### config.mk
export PLATFORM = sky130hd
export DESIGN_NAME = pwm_rgb_driver
export DESIGN_NICKNAME = d
export VERILOG_FILES = /design/src/rtl/pwm_pkg.sv /design/src/rtl/pwm_rgb_driver_channel.sv /design/src/rtl/pwm_rgb_driver.sv
export SDC_FILE = /design/constraint.sdc
export NUM_CORES = 1
export LEC_CHECK = 0
export CORE_MARGIN = 4
export CORE_UTILIZATION = 45
export CTS_CLUSTER_DIAMETER = 200
export CTS_CLUSTER_SIZE = 10
export DETAILED_ROUTE_END_ITERATION = 6
export PLACE_DENSITY = 0.75
export SYNTH_ARGS = -nofsm -noshare
export SYNTH_HDL_FRONTEND = slang
export SYNTH_SLANG_ARGS = --single-unit
### constraint.sdc
create_clock -name clk -period 2.09 [get_ports clk]
set_clock_uncertainty 0.15 [all_clocks]
set_input_delay 0.209 -clock clk [delete_from_list [all_inputs] [get_ports clk]]
set_output_delay 0.209 -clock clk [all_outputs]
set_load 0.1 [all_outputs]
### src/rtl/pwm_pkg.sv
// pwm_pkg: shared channel count, channel indices and pin-level helper for the RGB PWM driver
package pwm_pkg;
  localparam int NUM_CH = 3;
  typedef enum logic [1:0] {CH_R = 2'd0, CH_G = 2'd1, CH_B = 2'd2} ch_e;
  function automatic logic led_level(input logic on, input logic active_low);
    return on ^ active_low;
  endfunction
endpackage

### src/rtl/pwm_rgb_driver_channel.sv
// pwm_rgb_driver_channel: double-buffered duty (shadow/active) and counter compare for one colour
module pwm_rgb_driver_channel #(
  parameter int DW = 11
) (
  input  logic          clk,
  input  logic          rst,
  input  logic [DW-1:0] cnt,
  input  logic          swap,
  input  logic          en,
  input  logic          duty_valid,
  input  logic [DW-1:0] duty_in,
  output logic          on
);
  logic [DW-1:0] shadow_q, shadow_d, active_q, active_d;
  // shadow_d already carries a same-cycle duty_in, which gives the swap bypass for free
  always_comb begin
    shadow_d = duty_valid ? duty_in : shadow_q;
    active_d = (swap || !en) ? shadow_d : active_q;
    on = en && (cnt < active_q);
  end
  always_ff @(posedge clk) begin
    if (rst) begin
      shadow_q <= '0;
      active_q <= '0;
    end else begin
      shadow_q <= shadow_d;
      active_q <= active_d;
    end
  end
endmodule

### src/rtl/pwm_rgb_driver.sv
// pwm_rgb_driver: three-channel PWM stage with period-aligned duty updates and registered pins
module pwm_rgb_driver
  import pwm_pkg::*;
#(
  parameter int PWM_INTERVAL = 1200,
  parameter bit ACTIVE_LOW   = 1'b1,
  parameter int DW           = $clog2(PWM_INTERVAL)
) (
  input  logic                 clk,
  input  logic                 rst,
  input  logic                 en,
  input  logic                 duty_valid,
  input  logic [2:0][DW-1:0]   duty_in,
  output logic [NUM_CH-1:0]    led,
  output logic                 period_start
);
  localparam logic [DW-1:0] LAST = DW'(PWM_INTERVAL - 1);
  logic [DW-1:0] cnt_q, cnt_d;
  logic [NUM_CH-1:0] on, led_d, led_q;
  logic ps_d, ps_q, swap;
  always_comb begin
    swap = en && (cnt_q == LAST);
    cnt_d = (!en || swap) ? '0 : cnt_q + 1'b1;
    ps_d = en && (cnt_q == '0);
    for (int i = 0; i < NUM_CH; i++) led_d[i] = led_level(on[i], ACTIVE_LOW);
  end
  for (genvar c = 0; c < NUM_CH; c++) begin : g_ch
    pwm_rgb_driver_channel #(.DW(DW)) u_ch (
      .clk(clk),
      .rst(rst),
      .cnt(cnt_q),
      .swap(swap),
      .en(en),
      .duty_valid(duty_valid),
      .duty_in(duty_in[c]),
      .on(on[c])
    );
  end
  always_ff @(posedge clk) begin
    if (rst) begin
      cnt_q <= '0;
      led_q <= {NUM_CH{ACTIVE_LOW}};
      ps_q <= 1'b0;
    end else begin
      cnt_q <= cnt_d;
      led_q <= led_d;
      ps_q <= ps_d;
    end
  end
  assign led = led_q;
  assign period_start = ps_q;
endmodule

==> results of run 1 <==
==> report_power, final <==
part	internal [mW]	switching (mW)	total, mW	leakage [nW]
Sequential	1.63	0.0366	1.67	0.668
Combinational	0.217	0.258	0.475	1.13
Clock	0.793	0.585	1.38	0.115
==> per-stage QoR <==
stage	worst slack [ns]	hold WS [ns]	util (%)	std cells	cell area (sq um)
3_5_place_dp	0.258	0.337	52.0	534	4560
2_1_floorplan	0.374	0.227	-	399	4080
5_1_grt	0.0418	0.284	54.8	550	4800
3_3_place_gp	0.258	0.333	52.0	534	4560
4_1_cts	0.233	0.237	54.8	550	4800
6_report	0.217	0.263	54.8	550	4800
==> layout make-up <==
class	instances	area share, %
clock buffer	9	2.58
clock inverter	7	2.48
inverter	35	2.74
multi-input combinational	252	44.1
sequential	81	33.8
tap	108	2.81
timing repair buffer	58	11.5
==> worst max-delay path, cell delays in order (launching register included) <==
cell and delay (ns):
dfxtp_1 0.44, nor4_4 0.43, buf_4 0.26, a31o_1 0.38, nor2_1 0.09
==> registers in the layout, summed over array words and instances, names as in the netlist <==
signal and cells:
g_ch.u_ch.active_q 33, cnt_q 11, period_start 1, g_ch.u_ch.shadow_q 33
led 3
==> cells in the final DEF (no fill, tap or decap), drive strengths merged, types with 4 or more instances in the layout <==
cell	n
dfxtp	81
nor2	38
a211oi	36
inv	35
clkdlybuf4s50	34
mux2i	33
a311oi	33
ha	32
buf	24
a21oi	12
clkbuf	9
nand2	8
nand4	7
nand3	6
or3	6
o21a	6
nand2b	4
o21ai	4
==> routing by layer <==
layer	global-route usage, %	vias up	share of wire, %
li1	-	1550	-
met1	22.6	1499	47
met2	26.9	62	46
met3	3.76	16	4.2
met4	7.77	0	2.8
met5	0	-	0
==> logic make-up (layout without fill, tap and decap cells) <==
family / count (synthesis) / in the layout / synth area share [%]
AND/OR/NAND/NOR: 77 / 77 / 9.57
multiplexers: 33 / 33 / 8.10
AO/OA/AOI/OAI: 107 / 107 / 23.8
XOR/XNOR: 3 / 3 / 0.644
flip-flops: 81 / 81 / 39.7
adder cells (fa/ha/maj): 32 / 32 / 9.81
buffers and inverters: 66 / 109 / 8.37
==> path summary, 6_finish.rpt <==
path	startpoint	endpoint	slack, ns	cells after the start
max	cnt_q[4]	cnt_q[3]	0.22	4
min	rst	cnt_q[2]	0.26	3
max reg2reg	cnt_q[4]	cnt_q[3]	0.22	4
min reg2reg	g_ch[1].u_ch.shadow_q[1]	g_ch[1].u_ch.shadow_q[1]	0.35	2
==> synth_stat cells (all sizes together) (3+ instances only) <==
cell type  instances
a311oi            33
inv               35
or3                6
o221ai             3
o21a               6
nand3              6
nand2b             4
nand4              7
a211oi            36
dfxtp             81
nand2              8
buf               20
ha                32
a21oi             12
nor2              38
clkbuf            11
o21ai              4
a21o               3
mux2i             33
a211o              3
a31oi              3
==> run metrics, run 1 <==
Mapped Nets 468; critical path fanouts, max 12; DRC 0; ys flop type dfxtp_1; Pwr Density 733 nW/um^2; Seq/Total Area, Yosys 39.7%; path type of the worst setup path reg -> reg; worst slew pin tran 0.813 ns; Synth area leader dfxtp_1; CTS sink cnt 81; status finished, final reports clean; RSZ-0062 raised after global routing false; routed length per instance 15.7 um; Area contributors post-synth dfxtp_1 (40%), ha_1 (9.8%), a211oi_2 (9.2%); H-tree depth 3; # IOs 41; nets 506; vias 3127; Leakage Power 1.92 nW; worst-skew pair later-pin latency 0.35 ns; Min Clock Period, post-route 1.87 ns; power consumption 3.52 mW; Reg area 1620 sq um; area of the multi-input gates 2120 sq um; TritonCTS clock tree yes; Worst setup SP type flop; distinct cell type count after synthesis 38; TNS Setup 0 ns; HPWL Detailed 6.09 mm; Die Width 103 um; first-pass GRT wire length 14.2 mm; area fraction of the dominant cell type after synthesis 39.7%; routed vias/inst 5.69; share of async-settable or async-resettable flops after synthesis 0%; initial antenna violation count 0; drt pass-1 iters 4; final period utilization 89.6%; gr ovfl total 0; Hold Path Class in -> reg; CTS clk-pin slew, worst paths 0.08 ns; core area 8760 sq um; Syn Std Cell Area 4080 sq um; final wirelength 8.62 mm; Starting Density 46.6%; fillers 771; FMAX 534 MHz; synthesized netlist cell count 399; Post-synth EDFFs 0; fin. max-slew vios 0; row cnt 34; Die Height 103 um; # setup viols final 0; Routed Antenna Nets 0; final hold viol count 0; root buffer cell clkbuf_8; Max VDD drop 0.000420 V; largest net degree at the start of global routing 67; post-CTS sizing 0; Post-Syn Area per Cell 10.2 sq um; Crit. End Element flop; Seq cells post-synth 81; CTS Buf Count 9; deepest clock path buffer count 2; final RePlAce weighted congestion 0.812; area grow syn2layout 17.7%; Post-CTS Setup Inserts 0; max-cap viol count 0; warnings from Yosys 0; vias in the first global route 3000; share of layout cells above drive strength 1 16.7%; initial drt markers 106; CP required 2.17 ns; Die Area 10700 sq um; hold_buf cts 0; worst endpoint data arrival time 1.96 ns; Port Buffers 40; Slew HR 45.8%; ant diodes 0; All-Layer GR Usage 17.1%
(Power assumes the default switching activity.)
==> inputs of run 2 (changes only) <==
--- a/config.mk
+++ b/config.mk
@@ -5,6 +5,7 @@
 export SDC_FILE = /design/constraint.sdc
 export NUM_CORES = 1
 export LEC_CHECK = 0
+export CORE_ASPECT_RATIO = 1.4
 export CORE_MARGIN = 4
 export CORE_UTILIZATION = 45
 export CTS_CLUSTER_DIAMETER = 200
==> run 2 against run 1 <==
Against the previous run:
- sequential cell count stayed put
- hold slack better by 0.041 ns
- sequential power hardly changed
- core utilization is 0.43 points higher
- clock-buffer cell count is 1 higher
- register-to-register slack worse by 0.06 ns
- clock power is 11% higher
- fmax is 3.1% lower
- die area is 0.20% higher
- final cell count is 1.6% lower
- final area is 0.16% higher
- critical path type unchanged
==> run metrics, run 2 (synthesized netlist as in run 1, its figures left out) <==
# IOs 41 (unchanged); hold_buf cts 0 (unchanged); largest net degree at the start of global routing 67 (unchanged); core area 8710 sq um (was 8760 sq um); Die Width 88.5 um (was 103 um); routed length per instance 16.0 um (was 15.7 um); Die Area 10700 sq um (about the same); area grow syn2layout 17.8% (was 17.7%); Placed Cells 527 (was 534); FMAX 517 MHz (was 534 MHz); Starting Density 46.9% (was 46.6%); hold path cells 4 (was 3); post-route setup slack 0.157 ns (was 0.217 ns); deepest clock path buffer count 2 (unchanged); Min Clock Period, post-route 1.93 ns (was 1.87 ns); status finished, final reports clean (unchanged); gr ovfl total 0 (unchanged); final period utilization 92.5% (was 89.6%); root buffer cell clkbuf_16 (was clkbuf_8); vias in the first global route 3297 (was 3000); critical path's largest stage delay 0.46 ns (was 0.44 ns); worst r2r path cells 4 (unchanged); Die Height 121 um (was 103 um); nets 502 (was 506); Area after DPL 4520 sq um (was 4560 sq um); initial drt markers 182 (was 106); fin. max-slew vios 0 (unchanged); vias 3112 (was 3127); most frequent cells in the layout dfxtp_1 (81), nor2_1 (38), inv_1 (35) (unchanged); final RePlAce weighted congestion 0.840 (was 0.812); path type of the worst setup path reg -> reg (unchanged); RSZ-0062 raised after global routing false (unchanged); Leakage Power 1.93 nW (was 1.92 nW); worst slew pin tran 0.807 ns (was 0.813 ns); Port Buffers 40 (unchanged); Routed Antenna Nets 0 (unchanged); largest registers g_ch.u_ch.active_q (33), g_ch.u_ch.shadow_q (33), cnt_q (11) (unchanged); HPWL Detailed 5.86 mm (was 6.09 mm); final hold viol count 0 (unchanged); Worst setup SP type flop (unchanged); routed vias/inst 5.75 (was 5.69); worst endpoint data arrival time 2.03 ns (was 1.96 ns); first-pass GRT wire length 14.6 mm (was 14.2 mm); Final Cell Area 4810 sq um (was 4800 sq um); TNS Setup 0 ns (unchanged); max-cap viol count 0 (unchanged); critical path fanouts, max 25 (was 12); share of layout cells above drive strength 1 15.6% (was 16.7%); Buf/Inv on CP 1 (unchanged); Place WS 0.195 ns (was 0.258 ns); post-CTS sizing 0 (unchanged); DRC 0 (unchanged); Crit. End Element flop (unchanged); Post-CTS Setup Inserts 0 (unchanged); Slew HR 46.2% (was 45.8%); Stages on worst setup path 4 (unchanged); Largest delay share family, worst path simple AND/OR/NAND/NOR gates (unchanged); CP required 2.19 ns (was 2.17 ns); Pwr Density 763 nW/um^2 (was 733 nW/um^2); All-Layer GR Usage 17.4% (was 17.1%); Hold Path Class in -> reg (unchanged); CP cell instances nor4_4, buf_4, a311oi_1, a211oi_2 (was nor4_4, buf_4, a31o_1, nor2_1); CTS sink cnt 81 (unchanged); TritonCTS clock tree yes (unchanged); power consumption 3.67 mW (was 3.52 mW); CP max stage cell nor4_4 (was dfxtp_1); worst-skew pair later-pin latency 0.34 ns (was 0.35 ns); H-tree depth 3 (unchanged); ant diodes 0 (unchanged); final wirelength 8.64 mm (was 8.62 mm); drt pass-1 iters 4 (unchanged); Non-Filler Instances 541 (was 550); CTS clk-pin slew, worst paths 0.06 ns (was 0.08 ns); most common cell after layout, fill and taps aside dfxtp_1 (unchanged); CTS Buf Count 9 (unchanged); row cnt 40 (was 34); initial antenna violation count 0 (unchanged); Max VDD drop 0.000463 V (was 0.000420 V); # setup viols final 0 (unchanged)
==> run 2: changes by cell type in the layout (fill, tap and decap cells not counted) <==
cell | previous run | this run
bufinv_16 | 3 | 1
clkinv_2 | 1 | 3
buf_4 | 19 | 15
clkinvlp_4 | 2 | 0
clkinv_4 | 1 | 0
clkbuf_16 | 0 | 9
clkbuf_8 | 9 | 1
==> run 2: worst paths after layout <==
| path | startpoint | slack, ns | end |
|---|---|---|---|
| setup / recovery | cnt_q[4] | 0.16 | g_ch[0].u_ch.active_q[7] |
| hold reg to reg | g_ch[1].u_ch.shadow_q[0] | 0.35 | g_ch[1].u_ch.shadow_q[0] |
| setup reg to reg | cnt_q[4] | 0.16 | g_ch[0].u_ch.active_q[7] |
| hold / removal | duty_valid | 0.30 | g_ch[1].u_ch.shadow_q[1] |
==> run 2: worst register-to-register path, cell delays in order, from the launching register on <==
cell and delay, ns:
dfxtp_1 0.45, nor4_4 0.46, buf_4 0.38, a311oi_1 0.18, a211oi_2 0.23
==> run 2: power breakdown <==
part           switching (mW)  internal, mW
sequential             0.0363          1.63
combinational           0.255         0.217
clock                   0.589         0.937
==> run 2: layer usage <==
metal / vias to the layer above / wire [um] / part of all wire [%] / global-route usage [%]
li1: 1543 / - / - / -
met1: 1500 / 3790 / 44 / 19.9
met2: 56 / 4320 / 50 / 29.4
met3: 13 / 327 / 3.8 / 3.95
met4: 0 / 207 / 2.4 / 9.07
met5: - / 0 / 0 / 0
==> run 2: metrics by stage <==
stage / util (%) / hold slack [ns]
2_1_floorplan: - / 0.227
6_report: 55.2 / 0.304
3_5_place_dp: 52.0 / 0.339
4_1_cts: 55.2 / 0.276
5_1_grt: 55.2 / 0.303
3_3_place_gp: 52.0 / 0.335
==> run 2: final cells by class <==
type                    instances  area [sq um]
multi-input cells             252          2120
inverters                      35           131
well taps                     105           131
clock buffers                  10           239
repair buffers                 54           523
fillers                       786          3900
clock inverters                 4          45.0
flip-flops and latches         81          1620
